`src/rtl/aes_pkg.sv`:
```
// Shared AES column types, MixColumns matrix rows and constant-multiplier GF(2^8) helpers.
package aes_pkg;

    localparam int unsigned BYTE_W = 8;
    localparam int unsigned COL_W  = 32;
    localparam int unsigned ROWS   = 4;

    typedef logic [BYTE_W-1:0] byte_t;
    typedef logic [COL_W-1:0]  col_t;

    typedef enum logic [1:0] {
        ST_IDLE,
        ST_RUN,
        ST_DONE
    } mix_state_e;

    // First matrix row, most significant byte multiplies row 0 of the input column
    localparam col_t INV_MIX_ROW0 = 32'h0E0B0D09;
    localparam col_t FWD_MIX_ROW0 = 32'h02030101;

    function automatic byte_t xtime(input byte_t b);
        return {b[6:0], 1'b0} ^ (b[7] ? 8'h1B : 8'h00);
    endfunction

    // Only the multipliers used by the forward and inverse matrices are supported
    function automatic byte_t gmul_const(input byte_t m, input byte_t b);
        byte_t x2;
        byte_t x4;
        byte_t x8;
        x2 = xtime(b);
        x4 = xtime(x2);
        x8 = xtime(x4);
        case (m)
            8'h01:   return b;
            8'h02:   return x2;
            8'h03:   return x2 ^ b;
            8'h09:   return x8 ^ b;
            8'h0B:   return x8 ^ x2 ^ b;
            8'h0D:   return x8 ^ x4 ^ b;
            8'h0E:   return x8 ^ x4 ^ x2;
            default: return 8'h00;
        endcase
    endfunction

endpackage

```
`src/rtl/inv_mix_col.sv`:
```
// Combinational single-column InvMixColumns; with INV_MIX_FWD_EN the fwd input selects forward MixColumns.
module inv_mix_col
    import aes_pkg::*;
(
`ifdef INV_MIX_FWD_EN
    input  logic fwd,
`endif
    input  col_t col_in,
    output col_t col_out
);

    col_t  coeffs;
    byte_t a [ROWS];
    byte_t acc;

    // Row r uses row 0 rotated right by r: M[r][j] = row0[(j - r) mod 4]
    always_comb begin
        coeffs = INV_MIX_ROW0;
`ifdef INV_MIX_FWD_EN
        if (fwd) begin
            coeffs = FWD_MIX_ROW0;
        end
`endif
        col_out = '0;
        acc     = '0;
        for (int j = 0; j < ROWS; j++) begin
            a[j] = col_in[COL_W-1-BYTE_W*j -: BYTE_W];
        end
        for (int r = 0; r < ROWS; r++) begin
            acc = '0;
            for (int j = 0; j < ROWS; j++) begin
                acc = acc ^ gmul_const(coeffs[COL_W-1-BYTE_W*((j-r+ROWS)%ROWS) -: BYTE_W], a[j]);
            end
            col_out[COL_W-1-BYTE_W*r -: BYTE_W] = acc;
        end
    end

endmodule

```
`src/rtl/inv_mix_columns_seq.sv`:
```
// Sequential AES InvMixColumns engine, one column per cycle over a shared column unit.
// Optional INV_MIX_FWD_EN adds fwd_i to select the forward MixColumns matrix per block.
module inv_mix_columns_seq
    import aes_pkg::*;
#(
    parameter int unsigned NUM_COLS = 4
) (
    input  logic                    clk,
    input  logic                    rst,
    input  logic                    in_valid,
`ifdef INV_MIX_FWD_EN
    input  logic                    fwd_i,
`endif
    output logic                    in_ready,
    input  logic [32*NUM_COLS-1:0]  state_in,
    output logic                    out_valid,
    input  logic                    out_ready,
    output logic [32*NUM_COLS-1:0]  state_out,
    output logic                    busy
);

    localparam int unsigned CNT_W   = (NUM_COLS > 1) ? $clog2(NUM_COLS) : 1;
    localparam int unsigned STATE_W = COL_W * NUM_COLS;
    localparam int unsigned RES_W   = STATE_W - COL_W;

    mix_state_e         state;
    logic [CNT_W-1:0]   col_cnt;
    logic [STATE_W-1:0] src;
    logic [RES_W-1:0]   res;
    col_t               cur_col;
    col_t               mixed_col;
    logic               last_col;
`ifdef INV_MIX_FWD_EN
    logic               fwd_q;
`endif

    assign in_ready = (state == ST_IDLE) && !rst;

    // Source shifts left one column per RUN cycle, so the active column is always on top
    assign cur_col  = src[STATE_W-1 -: COL_W];
    assign last_col = (col_cnt == CNT_W'(NUM_COLS - 1));

    inv_mix_col u_col (
`ifdef INV_MIX_FWD_EN
        .fwd     (fwd_q),
`endif
        .col_in  (cur_col),
        .col_out (mixed_col)
    );

    // Results shift in from the bottom; the final column completes the state on the last edge
    always_ff @(posedge clk) begin
        if (rst) begin
            state     <= ST_IDLE;
            col_cnt   <= '0;
            src       <= '0;
            res       <= '0;
            out_valid <= 1'b0;
            state_out <= '0;
            busy      <= 1'b0;
`ifdef INV_MIX_FWD_EN
            fwd_q     <= 1'b0;
`endif
        end else begin
            case (state)
                ST_IDLE: begin
                    if (in_valid) begin
                        src     <= state_in;
                        col_cnt <= '0;
                        busy    <= 1'b1;
                        state   <= ST_RUN;
`ifdef INV_MIX_FWD_EN
                        fwd_q   <= fwd_i;
`endif
                    end
                end
                ST_RUN: begin
                    src     <= {src[STATE_W-COL_W-1:0], COL_W'(0)};
                    res     <= {res[RES_W-COL_W-1:0], mixed_col};
                    col_cnt <= col_cnt + CNT_W'(1);
                    if (last_col) begin
                        state_out <= {res, mixed_col};
                        out_valid <= 1'b1;
                        state     <= ST_DONE;
                    end
                end
                ST_DONE: begin
                    if (out_ready) begin
                        out_valid <= 1'b0;
                        busy      <= 1'b0;
                        state     <= ST_IDLE;
                    end
                end
                default: begin
                    state <= ST_IDLE;
                end
            endcase
        end
    end

endmodule

```
`config.mk`:
```
export PLATFORM = sky130hd
export DESIGN_NAME = inv_mix_columns_seq
export DESIGN_NICKNAME = d
export VERILOG_FILES = /design/src/rtl/aes_pkg.sv /design/src/rtl/inv_mix_col.sv /design/src/rtl/inv_mix_columns_seq.sv
export SDC_FILE = /design/constraint.sdc
export NUM_CORES = 1
export LEC_CHECK = 0
export ABC_AREA = 1
export BUFFER_PORTS_ARGS = -buffer_cell sky130_fd_sc_hd__buf_4
export CORE_MARGIN = 8
export CORE_UTILIZATION = 29
export DETAILED_ROUTE_END_ITERATION = 6
export PLACE_DENSITY_LB_ADDON = 0.25
export SYNTH_ARGS = -nofsm -noshare
export SYNTH_HDL_FRONTEND = slang
export SYNTH_HIERARCHICAL = 1
export SYNTH_SLANG_ARGS = --single-unit
```
`constraint.sdc`:
```
create_clock -name clk -period 2.72 [get_ports clk]
set_clock_uncertainty 0.2 [all_clocks]
set_input_delay 0.68 -clock clk [delete_from_list [all_inputs] [get_ports clk]]
set_output_delay 0.68 -clock clk [all_outputs]
set_load 0.1 [all_outputs]
```
# After elaboration in Yosys (flattened, before gate mapping)

Index checks and enable logic that the tools add are counted.

Bitwise logic cells: 48
Add/subtract/negate cells: 1
Reduce and logical (&&, ||, !) cells: 11
Muxes and demuxes: 25
Equal/unequal tests: 6

Operators by type and width:

| cell                                          | number |
|---|---|
| XOR 8 bit                                     | 47 |
| case mux 128 bit (2 select lines)             | 1 |
| two-way mux 128 bit                           | 1 |
| two-way mux 5 bit                             | 12 |
| AND reduction 3 bit                           | 3 |
| two-way mux 2 bit                             | 4 |
| XOR 8 x 5 -> 8 bit                            | 1 |
| != test 2 bit, second input constant          | 3 |
| case mux 2 bit (3 select lines)               | 1 |
| nonzero test 2 bit                            | 3 |
| == test 2 bit, second input constant          | 2 |
| case mux 1 bit (2 select lines)               | 2 |
| case mux 2 bit (2 select lines)               | 1 |
| AND reduction 2 bit                           | 2 |
| two-way mux 1 bit                             | 3 |
| adder 2 x 1 -> 2 bit, second input constant   | 1 |
| == test 2 x 1 -> 1 bit, second input constant | 1 |
| logical NOT 2 bit                             | 1 |
| logical AND 1 bit                             | 1 |
| logical NOT 1 bit                             | 1 |

Output and inout bits: 131
Input port bits: 132
Word-level logic and storage cells: 98
Flip-flop bits (word level): 358

# Longest topological paths before layout

Gate-level depths: netlist of the first run.

Depth in word-level cells: 11
Depth in mapped cells: 17
Gate-level depth less buffers: 16

# Modules after synthesis

The synthesis of the first run kept the hierarchy.

By module, submodules not included:

| module              | instances | area an instance (um2) | cells each | sequential area each (um2) |
|---|---|---|---|---|
| inv_mix_columns_seq | 1         | 13,883.3               | 1,924      | 7,166.9 |
| inv_mix_col         | 1         | 3,647.2                | 708        | 0.0 |

# Worst setup path before layout of the first run

OpenSTA, ideal clock, no wires.

Path type: input port to output port
Start point: input rst
End point: output in_ready
Buffers on the path: 3
Data required time: 1,840 ps
Arrival time: 2,465 ps
Path slack: -625 ps
Stages: 4
Path through: buf_6 clkbuf_1 clkbuf_1 nor2_1

Longest elaborated chain between the ends: 2

Ends and longest elaborated chain:

| element            | RTL line                  | RTL |
|---|---|---|
| start: declaration | inv_mix_columns_seq.sv:9  | `input logic rst,` |
| logical NOT 1 bit  | inv_mix_columns_seq.sv:37 | `assign in_ready = (state == ST_IDLE) && !rst;` |
| logical AND 1 bit  | inv_mix_columns_seq.sv:37 |  |
| end: declaration   | inv_mix_columns_seq.sv:14 | `output logic in_ready,` |

No other way between the ends.

# Worst setup path after layout of the first run

Start point: register state[1]
End point: output in_ready

Longest elaborated chain between the ends: 2

Ends and longest elaborated chain:

| element                  | RTL line                  | RTL |
|---|---|---|
| start: declaration       | inv_mix_columns_seq.sv:26 | `mix_state_e state;` |
| start signal: assignment | inv_mix_columns_seq.sv:54 | `state <= ST_IDLE;` |
| start signal: assignment | inv_mix_columns_seq.sv:71 | `state <= ST_RUN;` |
| start signal: assignment | inv_mix_columns_seq.sv:84 | `state <= ST_DONE;` |
| logical NOT 2 bit        | inv_mix_columns_seq.sv:37 |  |
| logical AND 1 bit        | inv_mix_columns_seq.sv:37 |  |

No other way between the ends.

==> results.py, run 1 <==
metrics = {
    "detailed_routing": {
        "vias": 16700,
        "drt_iter0_drc": 1173,
        "routedWlPerCell_um": 17.2,
        "post-route-drc-count": 0,
        "drtAntennaViolNets": 0,
        "drt-total-wl_um": 63000,
        "viasPerCell": 4.55,
        "drtPass1Iterations": 5,
    },
    "power": {
        "intPower_mw": 10.2,
        "power_frac_comb_pct": 22.7,
        "peakVddDrop_mv": 0.361,
        "fin_total_pwr_mw": 15.1,
        "seqPwrFrac_pct": 38.1,
        "pwr_density_cell_nw_per_um2": 688,
        "swShare_pct": 32.0,
        "p_leak_nw": 9.97,
        "power.switching_mw": 4.82,
        "pwr-share-clk_pct": 39.2,
    },
    "worst_hold_path": {
        "hp-class": "input port to flop",
        "hold_start": "state_in[24]",
        "whs_path_depth": 3,
        "min_to": "src[24]",
    },
    "setup_path": {
        "path_cells": "buf_4, nor2_4, inv_1, nor2_4, buf_4",
        "cp-end-kind": "primary output",
        "regToRegEndpoint": "res[0]",
        "critical_path_class": "flop to primary output",
        "cp_slowest_stage_delay_ps": 350,
        "rr_worst_depth": 8,
        "arrival_ps": 1690,
        "rr_startpoint": "src[102]",
        "path_max_fanout": 4,
        "reg2reg_setup_slack_ps": 260,
        "cp-start-kind": "flop",
        "critPathRequiredTime_ps": 1840,
        "critical_path.slowest_cell": "dfxtp_1",
    },
    "logic_synthesis": {
        "synth_edf_count": 0,
        "ys_warn_count": 6,
        "yosysSeqAreaShare_pct": 40.9,
        "async_reset_ff_share_pct": 0,
        "syn_inst": 2632,
        "ys_types": 33,
        "avgSynthCellArea_sq_um": 6.66,
        "ys_ff_latch": 358,
        "syn_area_sq_um": 17500,
        "synth_nets": 2765,
        "synthFlopType": "dfxtp_1",
    },
    "global_route": {
        "grt_use_total_pct": 17.8,
        "overflow": 0,
        "grt_max_degree": 133,
        "grt_pass1_wl_um": 95000,
        "grt_pass1_vias": 15900,
        "antenna_found_initial": 2,
    },
    "place": {
        "io_buffers": 262,
        "dp_hpwl_um": 46800,
        "gp_congestion": 0.940,
    },
    "clock_network": {
        "cts_hold_buf": 0,
        "htree_levels": 2,
        "clkTransAtPathRegs_ps": 60,
        "cts_tree": "built",
        "cts_buffers": 41,
        "post_cts_buffers": 0,
        "clkLatencyLatePin_ps": 570,
        "clockBufferDepth": 3,
        "numClockSinks": 358,
        "cts_root_buf": "clkbuf_16",
    },
    "layout": {
        "regArea_sq_um": 7170,
        "area_growth_pct": 25.0,
        "final_common_cell": "nand2_1",
        "drive_gt1_share_pct": 15.9,
        "multi_input_area_sq_um": 8690,
        "n_fill_cell": 6545,
        "layout_common_cells": "nand2_1 (807), dfxtp_1 (355), nor2_1 (327)",
        "layout.nets": 2984,
    },
    "timing": {
        "max_slew_margin_pct": 51.9,
        "layout_min_cycle_time_ps": 2570,
        "rsz0062_at_grt": "no",
        "clock.fmax_ghz": 0.389,
        "setup_viol": 0,
        "tightest_slew_ps": 721,
        "post-route-period-util_pct": 94.6,
        "hold_viol": 0,
        "fin_tns_setup_ps": 0,
        "drv_slew": 0,
    },
    "floorplanning": {
        "dieArea_sq_um": 68600,
        "die_x_um": 262,
        "row_count": 90,
        "ioPinCount": 263,
        "initial_core_util_pct": 29.2,
        "core_sq_um": 60000,
        "die_y_um": 262,
    },
    "status": {
        "status": "completed",
    },
    "run": {
        "drv_cap": 0,
    },
}
## cell usage after synthesis, types with 4 or more instances
cell	n	area [sq um]
nand2_1	807	3030
dfxtp_1	358	7170
nor2_1	329	1230
inv_1	229	860
nand3_1	216	1080
a21oi_1	210	1050
o21ai_0	96	480
xor2_1	87	762
clkbuf_1	67	251
xnor2_1	49	429
buf_2	48	240
a211oi_1	32	240
buf_4	28	210
inv_2	16	60.1
nand2_2	16	100
buf_1	12	45.0
nand3b_1	4	30.0
xor2_2	4	65.1
## per-stage QoR
stage | worst slack [ps] | hold slack [ps] | util (%) | instances | instance area (sq um)
after floorplan | 118 | 229 | - | 2632 | 17500
after global placement | 116 | 247 | 34.1 | 3590 | 20400
after detailed placement | 152 | 246 | 34.1 | 3590 | 20400
after CTS | 96.3 | 142 | 36.5 | 3665 | 21900
after global routing | 56.7 | 152 | 36.5 | 3665 | 21900
final | 148 | 164 | 36.5 | 3666 | 21900
## metal layers
| layer | routed length [um] | vias to the layer above | GRT usage, % |
|---|---|---|---|
| met5 | 14 | - | 0 |
| met4 | 1430 | 2 | 4.81 |
| met3 | 4370 | 73 | 4.16 |
| met2 | 29100 | 431 | 29.7 |
| met1 | 28000 | 7526 | 22.9 |
| li1 | - | 8637 | - |
## timing repair
item,CTS,global route
endpoints found under the hold margin,0,0
gates resized for setup,0,2
setup endpoints to repair,0,5
## state kept, by name (all words and copies together), names as in the netlist
signal     flops
out_valid      1
col_cnt        2
src          128
res           96
busy           1
state          2
state_out    128
## how the worst max path moves through the flow
stage	start	to	slack (ps)	cells after the start
2_1_floorplan	rst	in_ready	120	4
3_3_place_gp	src[118]	res[25]	120	11
3_5_place_dp	src[118]	res[25]	150	11
4_1_cts	state[1]	in_ready	100	5
5_1_grt	src[102]	res[25]	60	8
6_report	state[1]	in_ready	150	5
## kinds of logic (layout without fill, tap and decap cells)
logic type | Yosys count | count (layout) | synth area share [%]
flops | 358 | 358 | 40.9
fa+ha+maj | 1 | 1 | 0.0714
compound gates | 342 | 342 | 10.2
other cells | 0 | 1 | 0
buf+inv | 407 | 658 | 9.79
xor+xnor | 141 | 141 | 7.26
simple gates | 1383 | 1383 | 31.8
## worst max-delay path, delay by kind of cell, from the launching register on
kind | cells | cell delay, ps
buffers and inverters | 3 | 560
flip-flops | 1 | 350
AND/OR/NAND/NOR | 2 | 230
## final cells by class
class                           instances  share of cell area [%]
Antenna cell                            1                  0.0114
Clock buffer                           63                    5.79
Clock inverter                         12                   0.896
Inverter                              248                    4.28
Multi-Input combinational cell       1867                    39.6
Sequential cell                       358                    32.7
Tap cell                              782                    4.47
Timing Repair Buffer                  335                    12.2
## power groups by stage
stage | sequential, mW | clock [mW] | combinational (mW)
floorplan | 5.80 | 0 | 2.20
finish | 5.74 | 5.91 | 3.42
detailed placement | 5.86 | 0 | 3.41
global route | 5.78 | 6.29 | 3.77
CTS | 5.74 | 6.07 | 3.42
global placement | 5.86 | 0 | 3.42
No activity file was read; power rests on OpenSTA's default activity.
==> run 2: changes to the inputs <==
--- a/config.mk
+++ b/config.mk
@@ -6,11 +6,11 @@
 export NUM_CORES = 1
 export LEC_CHECK = 0
 export ABC_AREA = 1
-export BUFFER_PORTS_ARGS = -buffer_cell sky130_fd_sc_hd__buf_4
+export BUFFER_PORTS_ARGS = -buffer_cell sky130_fd_sc_hd__buf_2
 export CORE_MARGIN = 8
 export CORE_UTILIZATION = 29
 export DETAILED_ROUTE_END_ITERATION = 6
-export PLACE_DENSITY_LB_ADDON = 0.25
+export PLACE_DENSITY_LB_ADDON = 0.08
 export SYNTH_ARGS = -nofsm -noshare
 export SYNTH_HDL_FRONTEND = slang
 export SYNTH_HIERARCHICAL = 1
==> run 2 against run 1 <==
  * Die area stayed put
  * Hold slack worse by 7.8 ps
  * Global-route usage is 0.98 points higher
  * Core utilization is 1.0 points lower
  * Critical path depth is 1 lower
  * First-iteration DRC count is 20% lower
  * Worst setup slack worse by 7.5 ps
  * Via count is 0.59% higher
  * Sequential share of layout area is 0.95 points higher
  * Fmax is 0.29% lower
  * Clock-buffer cell count is 3 higher
  * Critical endpoint unchanged
==> results.py, run 2 (synthesis gave the netlist of run 1 again) <==
metrics = {
    "global_route": {
        "met3_usage_pct": 2.68,
        "grt_max_degree": 130,
        "antenna_found_initial": 0,
        "top_usage_layer": "met2",
        "overflow": 0,
        "grt_use_total_pct": 18.8,
        "grt_pass1_vias": 16500,
        "grt_pass1_wl_um": 99200,
        "grt_use_met2_pct": 33.9,
        "grt.met1_usage_pct": 23.2,
    },
    "setup_path": {
        "path_max_fanout": 6,
        "critPathRequiredTime_ps": 1840,
        "rr_startpoint": "src[102]",
        "arrival_ps": 1700,
        "cp-start-kind": "flop",
        "critical_path_class": "flop to primary output",
        "reg2reg_setup_slack_ps": 230,
        "rr_worst_depth": 11,
        "cp-end-kind": "primary output",
        "regToRegEndpoint": "res[20]",
    },
    "clock_network": {
        "numClockSinks": 358,
        "htree_levels": 2,
        "cts_tree": "built",
        "clkLatencyLatePin_ps": 570,
        "clockBufferDepth": 3,
        "post_cts_buffers": 0,
        "cts_root_buf": "clkbuf_16",
        "cts_hold_buf": 0,
        "cts_buffers": 42,
        "clkTransAtPathRegs_ps": 60,
    },
    "detailed_routing": {
        "drtPass1Iterations": 5,
        "viasPerCell": 4.56,
        "drtAntennaViolNets": 0,
        "drt_iter0_drc": 942,
        "post-route-drc-count": 0,
        "vias": 16800,
        "drt-total-wl_um": 66300,
        "routedWlPerCell_um": 18.0,
    },
    "timing": {
        "fin_tns_setup_ps": 0,
        "layout_min_cycle_time_ps": 2580,
        "tightest_slew_ps": 1080,
        "whs_ps": 156,
        "hold_viol": 0,
        "setup_viol": 0,
        "rsz0062_at_grt": "no",
        "drv_slew": 0,
        "clock.fmax_ghz": 0.388,
        "max_slew_margin_pct": 28.1,
        "post-route-period-util_pct": 94.8,
    },
    "status": {
        "status": "completed",
    },
    "layout": {
        "final_common_cell": "nand2_1",
        "multi_input_area_sq_um": 8700,
        "layout_common_cells": "nand2_1 (807), dfxtp_1 (356), nor2_1 (327)",
        "layout.nets": 2996,
        "drive_gt1_share_pct": 15.9,
        "antenna_cells": 0,
        "area_growth_pct": 21.5,
        "reg_top3": "src x128, state_out x128, res x96",
        "n_fill_cell": 6609,
        "regArea_sq_um": 7170,
    },
    "power": {
        "p_leak_nw": 9.90,
        "pwr_density_cell_nw_per_um2": 709,
        "peakVddDrop_mv": 0.361,
    },
    "floorplanning": {
        "row_count": 90,
        "dieArea_sq_um": 68600,
        "initial_core_util_pct": 29.2,
        "core_sq_um": 60000,
        "die_x_um": 262,
        "ioPinCount": 263,
        "die_y_um": 262,
    },
    "place": {
        "gp_congestion": 0.866,
        "io_buffers": 262,
        "dp_hpwl_um": 49600,
    },
    "worst_hold_path": {
        "whs_path_depth": 3,
        "hp-class": "input port to flop",
        "min_to": "src[21]",
        "hold_start": "state_in[21]",
    },
    "run": {
        "drv_cap": 0,
    },
}
-- run 2: cell count changes in the layout (fill, tap and decap cells not counted), sizes merged --
cell    delta
clkinv     -1
clkbuf     +3
diode      -1
inv        -1
buf       +11
-- run 2: how the worst max path moves through the flow --
stage,to,slack (ps),start,cells past startpoint
2_1_floorplan,in_ready,120,rst,4
3_3_place_gp,res[4],40,src[102],11
3_5_place_dp,res[20],10,src[102],11
4_1_cts,in_ready,60,state[1],4
5_1_grt,res[20],8,src[102],11
6_report,in_ready,140,state[1],4
-- run 2: power by group --
group          switching [mW]  internal, mW  total (mW)
Sequential              0.249          5.52        5.77
Clock                    2.32          3.43        5.75
Combinational            2.31          1.27        3.58
-- run 2: area by class of cell --
class	instances	share of cell area, %
clock buffers	66	5.84
clock inverters	10	0.688
inverters	248	4.41
multi-input cells	1867	40.9
flip-flops and latches	358	33.7
well taps	782	4.60
repair buffers	346	9.94
-- run 2: through the flow --
stage | cell area, sq um | instances | total power, mW | setup slack, ps | utilization [%]
2_1_floorplan | 17500 | 2632 | 8.00 | 118 | -
3_3_place_gp | 19900 | 3601 | 9.54 | 43.0 | 33.1
3_5_place_dp | 19900 | 3601 | 9.54 | 10.7 | 33.1
4_1_cts | 21300 | 3677 | 15.4 | 60.4 | 35.5
5_1_grt | 21300 | 3677 | 15.9 | 7.81 | 35.5
6_report | 21300 | 3677 | 15.1 | 140 | 35.5
-- run 2: critical path, cell delays in order, from the launching register on --
cell,delay (ps)
dfxtp_1,440
nor2_4,230
inv_1,90
nor2_4,170
buf_12,200
-- run 2: metal layers --
layer	share of wire (%)	routed length, um
met4	2.5	1630
met2	50	33200
met5	0	0
met1	43	28700
met3	4.3	2850
-- run 2: what timing repair did --
item | in CTS | in global routing
resized for setup | 1 | 2
pin swaps | 0 | 0
setup endpoints to repair | 1 | 4
